--- src/rtl/sdram_arb_pkg.sv ---
`default_nettype none
// ============================================================================
// Module      : sdram_arb_pkg
// Description : Shared state encoding and default sizing for the SDRAM port
//               arbiter (QSPI read port vs. USB write port).
// Revision    : 1.0 - initial release
// ============================================================================
package sdram_arb_pkg;

   // Default sizing: 24-bit word address, 16-bit words, 2-word read bursts
   localparam int c_addr_w_dflt   = 24;
   localparam int c_data_w_dflt   = 16;
   localparam int c_rd_burst_dflt = 2;

   // Arbiter FSM states
   typedef enum logic [1:0] {
      ST_IDLE    = 2'd0,
      ST_CMD_RD  = 2'd1,
      ST_RD_WAIT = 2'd2,
      ST_CMD_WR  = 2'd3
   } arb_state_t;

endpackage : sdram_arb_pkg
`default_nettype wire

--- src/rtl/arb_rdata_fifo.sv ---
`default_nettype none
// ============================================================================
// Module      : arb_rdata_fifo
// Description : Synchronous first-word-fall-through FIFO buffering read data
//               returned by the SDRAM controller; exposes its fill count.
// Revision    : 1.0 - initial release
// ============================================================================
module arb_rdata_fifo #(
   parameter int DEPTH = 4,
   parameter int WIDTH = 16
) (
   input  logic                       clk,
   input  logic                       rst,
   input  logic                       i_push,
   input  logic [WIDTH-1:0]           i_push_data,
   input  logic                       i_pop,
   output logic [WIDTH-1:0]           o_head_data,
   output logic                       o_empty,
   output logic [$clog2(DEPTH+1)-1:0] o_count
);

   localparam int c_cnt_w = $clog2(DEPTH + 1);
   localparam int c_ptr_w = (DEPTH > 1) ? $clog2(DEPTH) : 1;
   localparam logic [c_cnt_w-1:0] c_depth    = c_cnt_w'(DEPTH);
   localparam logic [c_ptr_w-1:0] c_ptr_last = c_ptr_w'(DEPTH - 1);

   logic [WIDTH-1:0]   r_mem [DEPTH];
   logic [c_ptr_w-1:0] r_wr_ptr;
   logic [c_ptr_w-1:0] r_rd_ptr;
   logic [c_cnt_w-1:0] r_count;
   logic               w_do_push;
   logic               w_do_pop;

   // A push into a full FIFO or a pop from an empty one is ignored
   assign w_do_push = i_push && (r_count != c_depth);
   assign w_do_pop  = i_pop  && (r_count != '0);

   // Storage array: written at the tail, no reset needed
   always_ff @(posedge clk) begin
      if (w_do_push) begin
         r_mem[r_wr_ptr] <= i_push_data;
      end
   end

   // Pointer and occupancy tracking; simultaneous push/pop keeps the count
   always_ff @(posedge clk) begin
      if (rst) begin
         r_wr_ptr <= '0;
         r_rd_ptr <= '0;
         r_count  <= '0;
      end else begin
         if (w_do_push) begin
            r_wr_ptr <= (r_wr_ptr == c_ptr_last) ? '0 : r_wr_ptr + 1'b1;
         end
         if (w_do_pop) begin
            r_rd_ptr <= (r_rd_ptr == c_ptr_last) ? '0 : r_rd_ptr + 1'b1;
         end
         case ({w_do_push, w_do_pop})
            2'b10:   r_count <= r_count + 1'b1;
            2'b01:   r_count <= r_count - 1'b1;
            default: r_count <= r_count;
         endcase
      end
   end

   // Head word is presented while non-empty, zero otherwise
   assign o_empty     = (r_count == '0);
   assign o_head_data = o_empty ? '0 : r_mem[r_rd_ptr];
   assign o_count     = r_count;

endmodule : arb_rdata_fifo
`default_nettype wire

--- src/rtl/sdram_port_arbiter.sv ---
`default_nettype none
// ============================================================================
// Module      : sdram_port_arbiter
// Description : Two-port arbiter in front of an SDRAM controller. A QSPI read
//               port issues burst reads whose data is buffered in a return
//               FIFO; a USB write port issues single-word writes. Reads have
//               priority, bounded by a starvation counter protecting writes.
// Revision    : 1.0 - initial release
// ============================================================================
module sdram_port_arbiter
   import sdram_arb_pkg::*;
#(
   parameter int ADDR_W      = c_addr_w_dflt,
   parameter int DATA_W      = c_data_w_dflt,
   parameter int RD_BURST    = c_rd_burst_dflt,
   parameter int STARVE_MAX  = 8,
   parameter int RFIFO_DEPTH = 4
) (
   input  logic              clk,
   input  logic              rst,
   input  logic              init_done,
   // QSPI read request
   input  logic [ADDR_W-1:0] rd_addr,
   input  logic              rd_avalid,
   output logic              rd_aready,
   // QSPI read return
   output logic [DATA_W-1:0] rd_data,
   output logic              rd_valid,
   input  logic              rd_ready,
   // USB write request
   input  logic [ADDR_W-1:0] wr_addr,
   input  logic [DATA_W-1:0] wr_data,
   input  logic              wr_valid,
   output logic              wr_ready,
   // Controller command
   output logic              m_valid,
   input  logic              m_ready,
   output logic              m_we,
   output logic [ADDR_W-1:0] m_addr,
   output logic [DATA_W-1:0] m_wdata,
   // Controller return
   input  logic [DATA_W-1:0] m_rdata,
   input  logic              m_rvalid,
   // Status
   output logic              err_unexp_rdata
);

   localparam int c_starve_w = $clog2(STARVE_MAX + 1);
   localparam int c_cnt_w    = $clog2(RFIFO_DEPTH + 1);
   localparam int c_beat_w   = (RD_BURST > 1) ? $clog2(RD_BURST) : 1;

   localparam logic [c_starve_w-1:0] c_starve_max = c_starve_w'(STARVE_MAX);
   localparam logic [c_cnt_w-1:0]    c_rd_limit   = c_cnt_w'(RFIFO_DEPTH - RD_BURST);
   localparam logic [c_beat_w-1:0]   c_beat_last  = c_beat_w'(RD_BURST - 1);

   arb_state_t            r_state;
   logic [c_starve_w-1:0] r_starve_cnt;
   logic [c_beat_w-1:0]   r_beat_cnt;
   logic                  r_m_valid;
   logic                  r_m_we;
   logic [ADDR_W-1:0]     r_m_addr;
   logic [DATA_W-1:0]     r_m_wdata;
   logic                  r_err;

   logic                  w_idle_ok;
   logic                  w_rd_elig;
   logic                  w_starved;
   logic                  w_grant_rd;
   logic                  w_grant_wr;
   logic                  w_push;
   logic                  w_pop;
   logic                  w_fifo_empty;
   logic [DATA_W-1:0]     w_fifo_head;
   logic [c_cnt_w-1:0]    w_fifo_count;

   // A read may only start when a whole burst is guaranteed to fit in the
   // FIFO, so the controller return path never needs backpressure.
   assign w_idle_ok  = (r_state == ST_IDLE) && init_done && !rst;
   assign w_rd_elig  = rd_avalid && (w_fifo_count <= c_rd_limit);
   assign w_starved  = wr_valid && (r_starve_cnt == c_starve_max);
   assign w_grant_rd = w_idle_ok && w_rd_elig && !w_starved;
   assign w_grant_wr = w_idle_ok && wr_valid && !w_grant_rd;

   assign w_push = m_rvalid && (r_state == ST_RD_WAIT);
   assign w_pop  = rd_valid && rd_ready;

   // Command FSM: grants in IDLE, holds the command until accepted, then
   // collects the read burst before returning to IDLE.
   always_ff @(posedge clk) begin
      if (rst) begin
         r_state    <= ST_IDLE;
         r_beat_cnt <= '0;
         r_m_valid  <= 1'b0;
         r_m_we     <= 1'b0;
         r_m_addr   <= '0;
         r_m_wdata  <= '0;
      end else begin
         case (r_state)
            ST_IDLE: begin
               if (w_grant_rd) begin
                  r_m_valid <= 1'b1;
                  r_m_we    <= 1'b0;
                  r_m_addr  <= rd_addr;
                  r_m_wdata <= '0;
                  r_state   <= ST_CMD_RD;
               end else if (w_grant_wr) begin
                  r_m_valid <= 1'b1;
                  r_m_we    <= 1'b1;
                  r_m_addr  <= wr_addr;
                  r_m_wdata <= wr_data;
                  r_state   <= ST_CMD_WR;
               end
            end
            ST_CMD_RD: begin
               if (m_ready) begin
                  r_m_valid  <= 1'b0;
                  r_beat_cnt <= '0;
                  r_state    <= ST_RD_WAIT;
               end
            end
            ST_RD_WAIT: begin
               if (m_rvalid) begin
                  if (r_beat_cnt == c_beat_last) begin
                     r_beat_cnt <= '0;
                     r_state    <= ST_IDLE;
                  end else begin
                     r_beat_cnt <= r_beat_cnt + 1'b1;
                  end
               end
            end
            ST_CMD_WR: begin
               if (m_ready) begin
                  r_m_valid <= 1'b0;
                  r_state   <= ST_IDLE;
               end
            end
            default: r_state <= ST_IDLE;
         endcase
      end
   end

   // Counts read grants taken while a write waits; saturates at the limit
   always_ff @(posedge clk) begin
      if (rst) begin
         r_starve_cnt <= '0;
      end else if (!wr_valid || w_grant_wr) begin
         r_starve_cnt <= '0;
      end else if (w_grant_rd && (r_starve_cnt != c_starve_max)) begin
         r_starve_cnt <= r_starve_cnt + 1'b1;
      end
   end

   // Sticky flag for return data arriving when no burst is outstanding
   always_ff @(posedge clk) begin
      if (rst) begin
         r_err <= 1'b0;
      end else if (m_rvalid && (r_state != ST_RD_WAIT)) begin
         r_err <= 1'b1;
      end
   end

   arb_rdata_fifo #(
      .DEPTH (RFIFO_DEPTH),
      .WIDTH (DATA_W)
   ) u_rdata_fifo (
      .clk         (clk),
      .rst         (rst),
      .i_push      (w_push),
      .i_push_data (m_rdata),
      .i_pop       (w_pop),
      .o_head_data (w_fifo_head),
      .o_empty     (w_fifo_empty),
      .o_count     (w_fifo_count)
   );

   assign rd_aready       = w_grant_rd;
   assign wr_ready        = w_grant_wr;
   assign rd_valid        = !w_fifo_empty && !rst;
   assign rd_data         = rst ? '0 : w_fifo_head;
   assign m_valid         = r_m_valid;
   assign m_we            = r_m_we;
   assign m_addr          = r_m_addr;
   assign m_wdata         = r_m_wdata;
   assign err_unexp_rdata = r_err;

endmodule : sdram_port_arbiter
`default_nettype wire

--- config.mk ---
export PLATFORM = sky130hd
export DESIGN_NAME = sdram_port_arbiter
export DESIGN_NICKNAME = d
export VERILOG_FILES = /design/src/rtl/sdram_arb_pkg.sv /design/src/rtl/arb_rdata_fifo.sv /design/src/rtl/sdram_port_arbiter.sv
export SDC_FILE = /design/constraint.sdc
export NUM_CORES = 1
export LEC_CHECK = 0
export CORE_MARGIN = 4
export CORE_UTILIZATION = 42
export DETAILED_ROUTE_END_ITERATION = 8
export PLACE_DENSITY = 0.76
export REMOVE_ABC_BUFFERS = 1
export SYNTH_ARGS = -nofsm -noshare
export SYNTH_HDL_FRONTEND = slang
export SYNTH_SLANG_ARGS = --single-unit
--- constraint.sdc ---
create_clock -name clk -period 2.1 [get_ports clk]
set_clock_uncertainty 0.05 [all_clocks]
set_input_delay 0.42 -clock clk [delete_from_list [all_inputs] [get_ports clk]]
set_output_delay 0.42 -clock clk [all_outputs]
set_load 0.02 [all_outputs]
Yosys cells after proc, flatten, opt, wreduce, memory -nomap -nowiden
Memories as Yosys holds them, arrays and structs flattened. A register that Yosys moved wholly into a read port is not among the register bits.
Cells that the tools add are included.
{ "totals": {"regBits": 57, "mem_bits_rw": 64, "word_cells": 98, "mem_count": 1} }
{ "mem_list": {"columns": ["memory", "words", "width", "rd", "rd_clocked_by_memory_dff", "write_ports", "line_no", "text"], "rows": [
  ["u_rdata_fifo.r_mem", 4, 16, 1, 1, 1, "arb_rdata_fifo.sv:27", "logic [WIDTH-1:0] r_mem [DEPTH];"]
]} }
{ "classes": {"n_addsub": 6, "n_lt_le_gt_ge": 1, "n_eq_ne": 17, "n_mux": 28, "n_reduce_logical": 34} }
{ "ops": {"columns": ["op", "n"], "rows": [
  ["two-way mux 16 bit", 4],
  ["two-way mux 24 bit", 2],
  ["two-way mux 2 bit", 10],
  ["logical AND 1 bit", 15],
  ["equality test 2 bit, second input constant", 5],
  ["!= test 2 bit, second input constant", 5],
  ["two-way mux 1 bit", 8],
  ["case mux 2 bit (4 select lines)", 1],
  ["nonzero test 2 bit", 4],
  ["!= test 3 bit, second input constant", 2],
  ["case mux 3 bit (2 select lines)", 1],
  ["AND reduction 3 bit", 2],
  ["zero test 1 bit", 5],
  ["AND reduction 5 bit", 1],
  ["adder 2 x 1 -> 2 bit, second input constant", 2],
  ["adder 4 x 1 -> 4 bit, second input constant", 1],
  ["equality test 2 x 1 -> 1 bit, second input constant", 2],
  ["equality test 4 bit, second input constant", 1],
  ["!= test 4 bit, second input constant", 1],
  ["case mux 1 bit (2 select lines)", 2],
  ["OR reduction 2 bit", 2],
  ["adder 3 x 1 -> 3 bit, second input constant", 1],
  ["<= comparator 3 x 2 -> 1 bit, second input constant", 1],
  ["zero test 3 bit", 1],
  ["7 further kinds", 7]
]} }

Depth between registers and ports, before layout
Gate-level depths: netlist of run 1.
{ "logic_depth": {"ltp_word": 10, "mapped_depth": 9, "depth_no_buf": 8} }

Hierarchy
A second synthesis of run 1 with hierarchy kept.
{ "hier_totals": {"hier_cells": 411, "hier_area_um2": 5246.3} }
{ "modules_own_cells": {"columns": ["module", "instances", "cells_each", "area_each_um2", "seq_area_each_um2"], "rows": [
  ["arb_rdata_fifo", 1, 153, 3025.4, 2102.0],
  ["sdram_port_arbiter", 1, 258, 2220.9, 1001.0]
]} }

Least setup slack after synthesis of run 1
OpenSTA, ideal clock, no wires.
{ "synth_timing": {"path_type": "reg2reg", "from": "register r_state[0]", "to": "register u_rdata_fifo.r_count[2], in the netlist u_rdata_fifo.o_count[2]", "setup_time_ns": 0.071, "arrival_time_ns": 2.093, "required_ns": 1.979, "setup_slack_ns": -0.114, "path_stages_with_launch": 10, "n_path_buf": 1, "path_cell_list": "dfxtp_1 > buf_2 > nor2b_1 > o311a_1 > inv_1 > ha_1 > fa_1 > xnor2_1 > or3_1 > a21oi_1"} }
{ "synth_via": {"elab_chain_cells": 5, "elab_cells_between_ends": 7} }
{ "synth_lines": {"columns": ["item", "line_no", "text"], "rows": [
  ["start, declared", "sdram_port_arbiter.sv:56", "arb_state_t r_state;"],
  ["start signal, assigned", "sdram_port_arbiter.sv:91", "r_state <= ST_IDLE;"],
  ["start signal, assigned", "sdram_port_arbiter.sv:105", "r_state <= ST_CMD_RD;"],
  ["start signal, assigned", "sdram_port_arbiter.sv:111", "r_state <= ST_CMD_WR;"],
  ["equality test 2 bit *", "sdram_port_arbiter.sv:84", "assign w_push = m_rvalid && (r_state == ST_RD_WAIT);"],
  ["logical AND 1 bit *", "sdram_port_arbiter.sv:84", null],
  ["logical AND 1 bit *", "arb_rdata_fifo.sv:35", "assign w_do_push = i_push && (r_count != c_depth);"],
  ["equality test 2 x 1 -> 1 bit or equality test 2 bit (tied branches)", "arb_rdata_fifo.sv:58", "case ({w_do_push, w_do_pop})"],
  ["case mux 3 bit (2 select lines) or nonzero test 2 bit (tied branches)", null, null],
  ["end signal, assigned", "arb_rdata_fifo.sv:59", "2'b10: r_count <= r_count + 1'b1;"],
  ["end signal, assigned", "arb_rdata_fifo.sv:60", "2'b01: r_count <= r_count - 1'b1;"],
  ["end signal, assigned", "arb_rdata_fifo.sv:61", "default: r_count <= r_count;"],
  ["end, declared", "arb_rdata_fifo.sv:30", "logic [c_cnt_w-1:0] r_count;"]
]} }
Mark *: on every way between the ends. The rest lies on a longest branch, timed or not.
A chain may end at the register's enable or synchronous reset.

==> results by group, run 1 <==
Worst hold path
  • HP Class: flip-flop to flip-flop

Cells and area
  • Antenna Cells: 0
  • Syn-to-layout area delta: 54.96%
  • Filler cell count: ~870
  • Share of cells above drive strength 1: 25.71%
  • NumNets Final: around 650
  • Fin cells: 707

Floorplanning
  • Die Footprint: 13640 um2
  • Row count: 39
  • Initial Util: 43.16%
  • Die W: roughly 120 um
  • Core area: 11520 um2
  • Chip Height: ~120 um
  • I/O Pins: 150

Timing
  • Max Clk Rate: between 0.4 and 0.5 GHz
  • Final setup viols: 17
  • Final worst slack: -0.08952 ns
  • Fin Setup TNS: -1.228 ns
  • Crit share post-route: 104.3%
  • Rel. slew slack: 73.08%
  • Hold_ws: approximately 0.42 ns
  • Tmin final: about 2.2 ns
  • Final Hold Viols: 0
  • Slew Viols, Final: 0
  • Worst Tran Pin Value: roughly 0.40 ns
  • RSZ-0062 raised after global routing: yes

Global routing
  • Initial antenna violation count: 1
  • Total track usage: 18.90%
  • Pin count of the biggest net entering global routing: 31
  • Gr ovfl total: 0
  • Vias in the first global route: roughly 4k
  • First-pass GRT wire length: approximately 20 mm

Clock tree
  • Bufs on Longest Clock Path: 2
  • Clk_lat worst skew: around 0.4 ns
  • CTS tree: yes
  • Clock transition at the registers of the reported paths: approximately 0.060 ns
  • CTS Buf Count: 17
  • Root buffer cell: clkbuf_16
  • H-tree Lvls: 4
  • CTS Sinks: 123

Logic synthesis
  • Mean Syn Cell Area: roughly 14 um2
  • Top post-synthesis cells by area: edfxtp_1 (39%), dfxtp_1 (24%), mux4_2 (7.3%)
  • Ys Warns: 0
  • Unique masters post-synth: 38
  • Cell count after synthesis: 360
  • Register area share after synthesis: between 60% and 70%
  • #FFs+latches synth: 123
  • Leading area contributor after synthesis: edfxtp_1
  • Share of the synthesized area in the top cell type: a little under 40%
  • Post-synthesis cell area: a little under 5000 um2

Place
  • Post-place setup slack: -0.8050 ns
  • I/O Buffers: about 150
  • GP Congestion: about 0.80
  • Placed insts: 670
  • HPWL Detailed: slightly below 9 mm

Run status
  • Status: finished, violations left
  • Failing checks: negative setup slack

Power and ir drop
  • Worst VDD drop: roughly 0.41 mV
  • Pwr Total: 6.292 mW
  • Pwr dens: 817.1 nW/um2
  • Pleak: 2.926 nW

Run
  • Max Cap Viol: 0

Worst setup path
  • Crit end category: primary output
  • Worst endpoint data arrival time: approximately 1.7 ns
  • Worst EP required: 1.63 ns
  • Worst Setup Start Kind: flip-flop
  • Crit Path Max Fanout: 8
  • WS Path Type: flip-flop to primary output

Route
  • Drt wl/cell: approximately 18 um
  • Router iterations before antenna repair: 4
  • Total wire length: around 13 mm
  • DRC violations left: 0
  • DRT antenna net count: 0
  • Total number of vias: ~3.7k
  • DR iter-0 viols: between 150 and 200
  • Vias per inst: 5.260
layout make-up:
type | instances | area [um2] | area share [%]
sequential | 123 | 3108 | 40.36
timing repair buffer | 196 | 1976 | 25.65
multi-input combinational | 204 | 1814 | 23.56
clock buffer | 17 | 425.4 | 5.524
tap | 143 | 178.9 | 2.323
clock inverter | 15 | 163.9 | 2.128
inverter | 9 | 35.03 | 0.4549
flip-flops by register name, indices dropped and copies added, names as in the netlist, named ones only:
name,flops
err_unexp_rdata,1
m_addr,24
m_valid,1
m_wdata,16
m_we,1
r_beat_cnt,1
r_starve_cnt,4
r_state,2
u_rdata_fifo.o_count,3
u_rdata_fifo.r_mem,64
u_rdata_fifo.r_rd_ptr,2
u_rdata_fifo.r_wr_ptr,2
per-layer routing:
layer / vias up / part of all wire (%) / GRT usage [%]
met5: - / 0.056 / 0
met4: 2 / 1.3 / 6.193
met3: 19 / 8.5 / 8.021
met2: 141 / 52 / 33.14
met1: 1798 / 38 / 20.67
li1: 1759 / - / -
critical path, cell delays in order (launching register included):
cell and delay (ns):
dfxtp_4 0.38, buf_12 0.15, mux4_2 0.51, and2_4 0.15, buf_6 0.12
cell usage after synthesis, drive strengths merged:
cell / number
xor2: 1
nor3: 2
nand4b: 1
nor2b: 2
nor2: 11
nand2b: 3
or3b: 1
a31oi: 1
a21boi: 1
xnor2: 2
clkbuf: 12
nor4b: 1
mux4: 16
mux2i: 28
a211oi: 24
edfxtp: 64
ha: 8
o21ai: 8
o311a: 1
a22o: 17
nand4: 2
dfxtp: 59
clkinv: 1
nand3: 3
and2: 21
a21o: 1
or3: 3
buf: 12
a21oi: 37
inv: 8
nand2: 5
or4b: 1
a221oi: 1
nand3b: 1
fa: 1
cell usage in the layout (no fill, tap or decap), drive strengths merged:
master / count
bufinv: 2
buf: 65
nand3: 3
o311a: 1
clkbuf: 17
nand2: 5
and2: 21
clkdlybuf4s50: 127
clkinv: 8
clkinvlp: 2
nand3b: 1
mux4: 16
ha: 8
clkdlybuf4s15: 1
or3b: 1
a211oi: 24
o21ai: 8
xor2: 1
fa: 1
xnor2: 2
nor2b: 2
inv: 12
mux2i: 28
or4b: 1
dlygate4sd2: 3
dfxtp: 59
nand2b: 3
nor2: 11
a31oi: 1
or3: 3
edfxtp: 64
nor4b: 1
a21o: 1
a221oi: 1
nor3: 2
a21oi: 37
nand4b: 1
a21boi: 1
nand4: 2
a22o: 17
report_power, final:
part | total (mW) | switching, mW | internal (mW)
clock | 2.86 | 1.09 | 1.76
sequential | 2.64 | 0.0425 | 2.60
combinational | 0.790 | 0.343 | 0.448
worst paths after layout:
check / from / slack [ns] / to / cells past startpoint
setup / recovery: flip-flop / -0.09 / rd_data[12] / 4
hold / removal: m_valid$_SDFFE_PP0P_ / 0.42 / m_valid$_SDFFE_PP0P_ / 2
setup reg to reg: r_state[0]$_SDFFE_PP0P_ / 0 / u_rdata_fifo.o_count[2]$_SDFFE_PP0P_ / 9
hold reg to reg: m_valid$_SDFFE_PP0P_ / 0.42 / m_valid$_SDFFE_PP0P_ / 2
metrics by stage:
stage                     util (%)  area [um2]
after floorplan                  -        4862
after global placement       60.22        6935
after detailed placement     60.22        6935
after CTS                    66.68        7679
after global routing         66.87        7701
final                        66.87        7701
cells by family (layout without fill, tap and decap cells):
kind of cell               Yosys count  after routing  synth area share (%)
AOI/OAI and AO/OA                   91             91                 11.96
xor gates and xnor gates             3              3                0.5288
muxes                               44             44                 12.89
buffers and inverters               33            237                 2.845
DFF                                123            123                 62.44
and+or+nand+nor                     57             57                 6.924
adders and majority gates            9              9                 2.417
repair_timing:
item / 4_1_cts / 5_1_grt
setup buffers: 3 / 1
gates resized for setup: 143 / 5
setup endpoints to repair: 20 / 20
pin swaps: 20 / 2
gates cloned: 1 / 0
hold buffers: 0 / 0
Power figures use the tool's default switching activity.
==> run 2: changes to the inputs <==
--- a/config.mk
+++ b/config.mk
@@ -7,6 +7,7 @@
 export LEC_CHECK = 0
 export CORE_MARGIN = 4
 export CORE_UTILIZATION = 42
+export CTS_BUF_LIST = sky130_fd_sc_hd__clkbuf_4 sky130_fd_sc_hd__clkbuf_8 sky130_fd_sc_hd__clkbuf_16
 export DETAILED_ROUTE_END_ITERATION = 8
 export PLACE_DENSITY = 0.76
 export REMOVE_ABC_BUFFERS = 1
==> results of run 2 <==
No change in the layout: final DEF, timing and power equal those of run 1.
